`config.mk`:
```
export PLATFORM = sky130hd
export DESIGN_NAME = fsm_trace_monitor_flat
export DESIGN_NICKNAME = d
export VERILOG_FILES = /design/src/rtl/fsm_trace_monitor_if.sv /design/src/rtl/fsm_trace_monitor.sv /design/src/flat_wrapper.sv
export SDC_FILE = /design/constraint.sdc
export NUM_CORES = 1
export LEC_CHECK = 0
export CAP_MARGIN = 10
export CORE_MARGIN = 10
export CORE_UTILIZATION = 37
export CTS_BUF_LIST = sky130_fd_sc_hd__clkbuf_4
export CTS_CLUSTER_DIAMETER = 200
export DETAILED_ROUTE_END_ITERATION = 8
export PLACE_DENSITY_LB_ADDON = 0.25
export SLEW_MARGIN = 20
export SYNTH_ARGS = -nofsm -noshare
export SYNTH_HDL_FRONTEND = slang
export SYNTH_SLANG_ARGS = --single-unit
export TNS_END_PERCENT = 20
```
`constraint.sdc`:
```
create_clock -name clk -period 3.4 [get_ports clk]
set_clock_uncertainty 0.05 [all_clocks]
set_input_delay 1.02 -clock clk [delete_from_list [all_inputs] [get_ports clk]]
set_output_delay 1.02 -clock clk [all_outputs]
set_load 0.01 [all_outputs]
```
`src/rtl/fsm_trace_monitor_if.sv`:
```
// Sample bus between an upstream 5-state FSM tap and the trace monitor.
// The master drives the observed code/control bit; the monitor reports lock, pulses and counters.
interface fsm_trace_monitor_if #(
    parameter int CNT_W = 8
);
    logic             valid;
    logic             a;
    logic [2:0]       code;
    logic             locked;
    logic             err;
    logic             illegal;
    logic             lap;
    logic [CNT_W-1:0] err_count;
    logic [CNT_W-1:0] lap_count;

    modport master (
        output valid, a, code,
        input  locked, err, illegal, lap, err_count, lap_count
    );

    modport slave (
        input  valid, a, code,
        output locked, err, illegal, lap, err_count, lap_count
    );
endinterface

```
`src/rtl/fsm_trace_monitor.sv`:
```
// Watches the state code of an upstream 5-state FSM, predicts each next code from (code, a),
// and flags mismatches, unencoded codes and completed 7 -> 2 laps.
//
// state | meaning
// IDLE  | no expectation held; waiting for a legal code to lock onto
// TRACK | expectation register holds the predicted next code
module fsm_trace_monitor #(
    parameter int CNT_W = 8
) (
    input  logic                 clk,
    input  logic                 reset,
    fsm_trace_monitor_if.slave   bus
);
    typedef enum logic {IDLE, TRACK} state_t;

    state_t           state;
    logic [2:0]       expect_code;
    logic [2:0]       prev_code;
    logic             locked_q;
    logic             err_q;
    logic             illegal_q;
    logic             lap_q;
    logic [CNT_W-1:0] err_count_q;
    logic [CNT_W-1:0] lap_count_q;

    logic             legal;
    logic [2:0]       predicted;

    function automatic logic [2:0] predict(input logic [2:0] c, input logic a_bit);
        logic [2:0] n;
        n = 3'd0;
        case (c)
            3'd2:    n = 3'd4;
            3'd6:    n = 3'd7;
            3'd4:    n = a_bit ? 3'd6 : 3'd1;
            3'd7:    n = a_bit ? 3'd2 : 3'd4;
            3'd1:    n = 3'd6;
            default: n = 3'd0;
        endcase
        return n;
    endfunction

    always_comb begin
        legal     = (bus.code == 3'd2) || (bus.code == 3'd6) || (bus.code == 3'd4) ||
                    (bus.code == 3'd7) || (bus.code == 3'd1);
        predicted = predict(bus.code, bus.a);
    end

    always_ff @(posedge clk) begin
        if (reset) begin
            state       <= IDLE;
            expect_code <= 3'd0;
            prev_code   <= 3'd0;
            locked_q    <= 1'b0;
            err_q       <= 1'b0;
            illegal_q   <= 1'b0;
            lap_q       <= 1'b0;
            err_count_q <= '0;
            lap_count_q <= '0;
        end else begin
            err_q     <= 1'b0;
            illegal_q <= 1'b0;
            lap_q     <= 1'b0;
            if (bus.valid) begin
                case (state)
                    IDLE: begin
                        if (legal) begin
                            state       <= TRACK;
                            locked_q    <= 1'b1;
                            expect_code <= predicted;
                            prev_code   <= bus.code;
                        end else begin
                            illegal_q <= 1'b1;
                        end
                    end
                    TRACK: begin
                        if (!legal) begin
                            illegal_q   <= 1'b1;
                            state       <= IDLE;
                            locked_q    <= 1'b0;
                            expect_code <= 3'd0;
                            prev_code   <= 3'd0;
                            if (err_count_q != '1)
                                err_count_q <= err_count_q + 1'b1;
                        end else begin
                            // Mismatches resync onto the observed code rather than dropping lock.
                            expect_code <= predicted;
                            prev_code   <= bus.code;
                            if (bus.code != expect_code) begin
                                err_q <= 1'b1;
                                if (err_count_q != '1)
                                    err_count_q <= err_count_q + 1'b1;
                            end else if (bus.code == 3'd2 && prev_code == 3'd7) begin
                                lap_q       <= 1'b1;
                                lap_count_q <= lap_count_q + 1'b1;
                            end
                        end
                    end
                    default: begin
                        state    <= IDLE;
                        locked_q <= 1'b0;
                    end
                endcase
            end
        end
    end

    assign bus.locked    = locked_q;
    assign bus.err       = err_q;
    assign bus.illegal   = illegal_q;
    assign bus.lap       = lap_q;
    assign bus.err_count = err_count_q;
    assign bus.lap_count = lap_count_q;
endmodule
```
`src/flat_wrapper.sv`:
```
// flat-port wrapper written by rule: the top's interface ports become plain ports
module fsm_trace_monitor_flat 
#(
    parameter int CNT_W = 8
)
  (clk, reset, bus_valid, bus_a, bus_code, bus_locked, bus_err, bus_illegal, bus_lap, bus_err_count, bus_lap_count);
  fsm_trace_monitor_if #(.CNT_W(CNT_W)) bus_i ();
  input  logic clk;
  input  logic reset;
  input wire logic [$bits(bus_i.valid)-1:0] bus_valid;
  input wire logic [$bits(bus_i.a)-1:0] bus_a;
  input wire logic [$bits(bus_i.code)-1:0] bus_code;
  output wire logic [$bits(bus_i.locked)-1:0] bus_locked;
  output wire logic [$bits(bus_i.err)-1:0] bus_err;
  output wire logic [$bits(bus_i.illegal)-1:0] bus_illegal;
  output wire logic [$bits(bus_i.lap)-1:0] bus_lap;
  output wire logic [$bits(bus_i.err_count)-1:0] bus_err_count;
  output wire logic [$bits(bus_i.lap_count)-1:0] bus_lap_count;
  assign bus_i.valid = bus_valid;
  assign bus_i.a = bus_a;
  assign bus_i.code = bus_code;
  assign bus_locked = bus_i.locked;
  assign bus_err = bus_i.err;
  assign bus_illegal = bus_i.illegal;
  assign bus_lap = bus_i.lap;
  assign bus_err_count = bus_i.err_count;
  assign bus_lap_count = bus_i.lap_count;
  fsm_trace_monitor #(.CNT_W(CNT_W)) u_core (.clk(clk), .reset(reset), .bus(bus_i));
endmodule
```
==> results of run 1 <==
==> layout make-up <==
type / instances / area [um2] / share of cell area
multi-input combinational: 129 / 860 / 0.478
sequential: 27 / 541 / 0.301
inverter: 6 / 22.5 / 0.0125
tap: 50 / 62.6 / 0.0348
clock buffer: 3 / 22.5 / 0.0125
clock inverter: 1 / 7.51 / 0.00418
timing repair buffer: 29 / 283 / 0.157
==> logic make-up (layout without fill, tap and decap cells) <==
logic type	Yosys count	in the layout	share of synthesized area
AO/OA/AOI/OAI	29	29	0.128
XOR/XNOR	4	4	0.0231
adder cells (fa/ha/maj)	4	4	0.0331
buffers and inverters	18	39	0.0752
flip-flops	27	27	0.357
multiplexers	14	14	0.102
AND/OR/NAND/NOR	78	78	0.281
==> worst max path at each step <==
stage                     cells after the start  slack [ns]                       to
after floorplan                              10        0.73    u_core.expect_code[2]
after global routing                          5        0.37  u_core.bus.lap_count[6]
after global placement                        5        0.24  u_core.bus.lap_count[3]
after detailed placement                      5        0.23  u_core.bus.lap_count[2]
final                                         5        0.61  u_core.bus.lap_count[5]
after CTS                                     9        0.61    u_core.expect_code[2]
==> report_power, final <==
part / switching, W / leakage (nW) / internal [W]
sequential: 0.00000667 / 0.219 / 0.000326
combinational: 0.0000506 / 0.389 / 0.0000371
clock: 0.000106 / 0.0139 / 0.0000451
==> state kept, by name, summed over array words and instances, names as in the netlist <==
register,flops
u_core.expect_code,3
u_core.bus.err,1
u_core.bus.lap_count,8
u_core.bus.lap,1
u_core.bus.locked,1
u_core.bus.err_count,8
u_core.prev_code,3
u_core.state,1
u_core.bus.illegal,1
==> per-stage QoR <==
| step | total power (W) | instance area, um2 | hold WS [ns] |
|---|---|---|---|
| floorplan | 0.000405 | 1510 | 0.377 |
| global placement | 0.000424 | 1770 | 0.391 |
| detailed placement | 0.000427 | 1770 | 0.406 |
| CTS | 0.000577 | 1800 | 0.426 |
| global route | 0.000603 | 1800 | 0.455 |
| finish | 0.000571 | 1800 | 0.420 |
==> cell usage in the layout (no fill, tap or decap), types with 2 or more instances in the layout <==
cell,n
nand3_1,8
o31ai_1,3
or4_1,3
nand2b_1,4
mux2_2,11
nor4_1,5
o211ai_1,3
and2_1,3
mux2i_1,2
nand2_1,11
clkbuf_4,3
dfxtp_1,27
a211oi_1,5
buf_4,3
inv_1,6
o21ai_0,2
a21oi_1,12
nor2_1,20
xnor2_1,3
nor3_1,2
ha_1,4
nor2b_1,12
clkdlybuf4s50_1,26
nand4_1,2
==> critical path: stages <==
cell	delay, ns
clkdlybuf4s50_1	0.69
xnor2_1	0.19
nand3_1	0.31
nor4_1	0.41
mux2_2	0.37
==> metal layers <==
layer / up-vias / track usage
met5: - / 0
met4: 0 / 0.0198
met3: 4 / 0.0439
met2: 24 / 0.167
met1: 605 / 0.0951
li1: 652 / -
==> flow_metrics.py, run 1 <==
metrics = {
    "floorplanning": {
        "die_w_um": 84.0,
        "die_y_um": 84.0,
        "std_cell_rows": 23,
        "start_util": 0.381,
        "dieArea_um2": 7050,
        "core_area_um2": 3970,
        "io_pins": 27,
    },
    "clock_network": {
        "cts_tree": "done",
        "clk_pin_slew_ns": 0.17,
        "hold_buffers": 0,
        "htreeDepth": 1,
        "clkLatencyLatePin_ns": 0.34,
        "numCtsBuffers": 3,
        "cts_buffer_depth": 2,
        "cts-resized-gates": 0,
        "post_cts_buffers": 0,
        "cts_root_buffer": "clkbuf_4",
        "clkSinkCount": 27,
    },
    "drt": {
        "drc": 0,
        "dr_total_vias": 1285,
        "wire_per_inst_um": 13.4,
        "routed_wl_mm": 3.27,
        "drt_pass1_iterations": 4,
        "via_per_inst": 5.24,
        "m1WireLength_mm": 1.38,
        "wl_met3_um": 226,
        "highest_layer": "met4",
        "drt_iter0_markers": 121,
        "ant_nets": 0,
        "met2_length_mm": 1.63,
    },
    "critical_path": {
        "rrSetupSlack_ns": 1.39,
        "crit_path_max_fanout": 12,
        "crit_path_end_kind": "register",
        "startpoint": "bus_code[1]",
        "required_ns": 3.61,
        "rr_startpoint": "u_core.bus.err_count[0]",
        "reg2reg_to": "u_core.bus.err_count[0]",
        "reg2reg_depth": 5,
        "path_class": "input port to register",
        "cp-start-kind": "input port",
        "cp.arrival_ns": 3.00,
    },
    "synth": {
        "syn_inst": 174,
        "yosysUniqueCellTypes": 39,
        "synth_top_cell_by_area": "dfxtp_1",
        "synthFlopType": "dfxtp_1",
        "synth_seq_cells": 27,
        "syn_avg_cell_area_um2": 8.70,
        "async_reset_ff_frac": 0,
        "seq_area_frac_synth": 0.357,
        "synth_area_um2": 1510,
        "synth_edf_count": 0,
        "synth_area_leaders": "dfxtp_1 36%, mux2_2 8.2%, nor2_1 5.0%",
        "synth_nets": 185,
        "ys_top_cells_by_count": "27 x dfxtp_1, 20 x nor2_1, 12 x a21oi_1, 12 x nor2b_1",
        "yosysWarnings": 0,
        "synth_top_area_share": 0.357,
        "synth_most_common_cell": "dfxtp_1",
    },
    "timing": {
        "fin_tns_setup_ns": 0,
        "rsz0062_at_grt": "false",
        "hold_violations": 0,
        "worstMarginPinSlew_ns": 0.743,
        "relSlewSlack": 0.500,
        "fin_crit_sh": 0.821,
        "setup_ws_ns": 0.610,
        "finalCriticalPeriod_ns": 2.79,
        "setup_viol": 0,
        "max_freq_mhz": 358,
        "finalMaxSlewViolations": 0,
    },
    "cells_and_area": {
        "antenna_cells": 0,
        "finish.utilization": 0.453,
        "drive_gt1_frac": 0.118,
        "fillers": 401,
        "layout.nets": 207,
        "area_growth_pct": 18.8,
        "final_cells": 245,
    },
    "min_path": {
        "holdPathEnd": "u_core.prev_code[0]",
        "min_path_cells": 2,
        "hold_path.class": "register to register",
        "min_from": "u_core.prev_code[0]",
    },
    "place": {
        "dpl.cell_count": 241,
        "port_buffers": 26,
        "dp_slack_ns": 0.233,
        "hpwlAfterDp_mm": 2.41,
        "gp_congestion": 0.822,
    },
    "power_and_ir_drop": {
        "p_leak_nw": 0.622,
        "vdd_drop_max_v": 0.000230,
        "p_per_area_nw_per_um2": 318,
    },
    "global_route": {
        "grt_pass1_wl_mm": 5.71,
        "overflow": 0,
        "antenna_found_initial": 0,
        "grt_pass1_vias": 1294,
        "grt_usage": 0.0929,
        "grt_max_degree": 40,
    },
    "outcome": {
        "status": "complete, no violations",
    },
    "flow_run": {
        "max_cap_viol_count": 0,
    },
}
Note: power is estimated with default switching activity, not from simulation.
==> inputs of run 2 (changes only) <==
==> constraint.sdc (replaced) <==
create_clock -name clk -period 2.59 [get_ports clk]
set_clock_uncertainty 0.05 [all_clocks]
set_input_delay 0.777 -clock clk [delete_from_list [all_inputs] [get_ports clk]]
set_output_delay 0.777 -clock clk [all_outputs]
set_load 0.01 [all_outputs]
==> run 2 against run 1 <==
Compared with the run above: final cell count is 6.1% higher; clock power increased by 26%; critical path type unchanged; global-route usage increased by 0.23 points; largest power group unchanged; via count grew 2.3%; highest routed layer unchanged; register-to-register slack lost 0.73 ns; sequential share of layout area down 2.0 points; utilization grew 3.2 points; hold slack improved by 0.0028 ns; wire length is 0.98% higher; combinational power grew 57%.
==> flow_metrics.py, run 2 (same netlist as run 1, synthesis figures left out) <==
metrics = {
    "clock_network": {
        "clkSinkCount": 27,
        "cts_root_buffer": "clkbuf_4",
        "post_cts_buffers": 0,
        "clkLatencyLatePin_ns": 0.32,
        "cts_buffer_depth": 2,
        "htreeDepth": 1,
        "clk_pin_slew_ns": 0.14,
        "cts_tree": "done",
        "numCtsBuffers": 3,
        "cts-resized-gates": 0,
        "hold_buffers": 0,
    },
    "timing": {
        "setup_ws_ns": 0.189,
        "fin_crit_sh": 0.927,
        "finalCriticalPeriod_ns": 2.40,
        "finalMaxSlewViolations": 0,
        "relSlewSlack": 0.551,
        "worstMarginPinSlew_ns": 0.666,
        "hold_violations": 0,
        "setup_viol": 0,
        "rsz0062_at_grt": "false",
        "max_freq_mhz": 416,
    },
    "drt": {
        "drt_iter0_markers": 98,
        "drc": 0,
        "wire_per_inst_um": 12.7,
        "dr_total_vias": 1314,
        "routed_wl_mm": 3.30,
        "ant_nets": 0,
        "drt_pass1_iterations": 4,
        "via_per_inst": 5.05,
    },
    "cells_and_area": {
        "design_area_um2": 1920,
        "final_common_cell": "dfxtp_1",
        "finish.utilization": 0.484,
        "layout.nets": 222,
        "multiInputGateArea_um2": 860,
        "seqCellArea_um2": 541,
        "final_cells": 260,
        "antenna_cells": 0,
        "fillers": 396,
        "area_growth_pct": 27.0,
        "layout_common_cells": "27 x dfxtp_1, 26 x clkdlybuf4s50_1, 20 x nor2_1",
        "drive_gt1_frac": 0.181,
    },
    "floorplanning": {
        "start_util": 0.381,
        "std_cell_rows": 23,
        "core_area_um2": 3970,
        "die_y_um": 84.0,
        "io_pins": 27,
        "die_w_um": 84.0,
        "dieArea_um2": 7050,
    },
    "critical_path": {
        "crit_end": "u_core.bus.lap_count[6]",
        "reg2reg_to": "u_core.bus.err_count[0]",
        "cp.depth": 6,
        "reg2reg_depth": 5,
        "startpoint": "bus_code[2]",
        "crit_path_end_kind": "register",
        "cpMaxStageDelayCell": "clkdlybuf4s50_1",
        "slowest_delay_ns": 0.46,
        "rrSetupSlack_ns": 0.66,
        "cp.arrival_ns": 2.58,
        "rr_startpoint": "u_core.bus.err_count[0]",
        "worstPathCellList": "clkdlybuf4s50_1 -> buf_4 -> xnor2_1 -> nand3_1 -> nor4_1 -> mux2_2",
        "cp_top_family": "simple AND/OR/NAND/NOR gates",
        "cp-start-kind": "input port",
        "path_class": "input port to register",
        "crit_path_max_fanout": 10,
        "critPathBufInv": 2,
        "required_ns": 2.77,
    },
    "place": {
        "gp_congestion": 0.785,
        "dpl.cell_count": 256,
        "hpwlAfterDp_mm": 2.53,
        "dp_slack_ns": -0.182,
        "port_buffers": 26,
        "dpl_cell_area_um2": 1890,
    },
    "power_and_ir_drop": {
        "p_leak_nw": 0.702,
        "vdd_drop_max_v": 0.000311,
        "p_per_area_nw_per_um2": 398,
    },
    "global_route": {
        "antenna_found_initial": 0,
        "grt_pass1_vias": 1350,
        "grt_max_degree": 40,
        "overflow": 0,
        "grt_usage": 0.0952,
        "grt_pass1_wl_mm": 5.85,
    },
    "outcome": {
        "status": "complete, no violations",
    },
    "min_path": {
        "hold_path.class": "register to register",
    },
    "flow_run": {
        "max_cap_viol_count": 0,
    },
}
[run 2: cell count changes in the layout (fill, tap and decap cells not counted)]
cell        previous run  this run
buf_4                  3        17
buf_12                 0         1
clkbuf_4               3         4
clkinvlp_4             1         0
[run 2: metrics by stage]
step                power, W  TNS [ns]  hold slack (ns)
CTS                 0.000781         0            0.423
finish              0.000765         0            0.423
detailed placement  0.000585     -1.52            0.404
floorplan           0.000532         0            0.377
global placement    0.000580     -1.03            0.392
global route        0.000817         0            0.460
[run 2: how the worst min path moves through the flow]
| stage | start | to | slack [ns] | cells past startpoint |
|---|---|---|---|---|
| after floorplan | u_core.prev_code[0] | u_core.prev_code[0] | 0.38 | 2 |
| final | u_core.prev_code[0] | u_core.prev_code[0] | 0.42 | 2 |
| after global routing | u_core.expect_code[0] | u_core.expect_code[0] | 0.46 | 2 |
| after global placement | u_core.prev_code[0] | u_core.prev_code[0] | 0.39 | 2 |
| after CTS | u_core.prev_code[0] | u_core.prev_code[0] | 0.42 | 2 |
| after detailed placement | u_core.prev_code[0] | u_core.prev_code[0] | 0.40 | 2 |
[run 2: area by class of cell]
class / instances / area share
Inverter: 6 / 0.0117
Timing Repair Buffer: 44 / 0.212
Multi-Input combinational cell: 129 / 0.447
Sequential cell: 27 / 0.281
Tap cell: 50 / 0.0325
Clock buffer: 4 / 0.0156
[run 2: report_power, final]
part	switching, W	internal (W)
Sequential	0.00000856	0.000428
Clock	0.000120	0.0000707
Combinational	0.0000696	0.0000683
[run 2: routing by layer]
metal	global-route usage	up-vias	part of all wire	wire (um)
met5	0	-	0	0
met2	0.171	23	0.50	1650
met4	0.0228	0	0.0088	29
met1	0.0997	603	0.43	1420
li1	-	684	-	-
met3	0.0400	4	0.060	198
[run 2: worst reg2reg max path, cell delays in order (launching register included)]
cell and delay, ns:
dfxtp_1 0.41, ha_1 0.24, nand3_1 0.11, o21ai_0 0.56, a21oi_1 0.16, mux2_2 0.31
==> inputs of run 3 (changes only) <==
--- a/config.mk
+++ b/config.mk
@@ -10,6 +10,7 @@
 export CORE_UTILIZATION = 37
 export CTS_BUF_LIST = sky130_fd_sc_hd__clkbuf_4
 export CTS_CLUSTER_DIAMETER = 200
+export CTS_CLUSTER_SIZE = 25
 export DETAILED_ROUTE_END_ITERATION = 8
 export PLACE_DENSITY_LB_ADDON = 0.25
 export SLEW_MARGIN = 20
==> results of run 3 <==
Same layout as run 2: the final DEF is identical, and so are final timing and power.
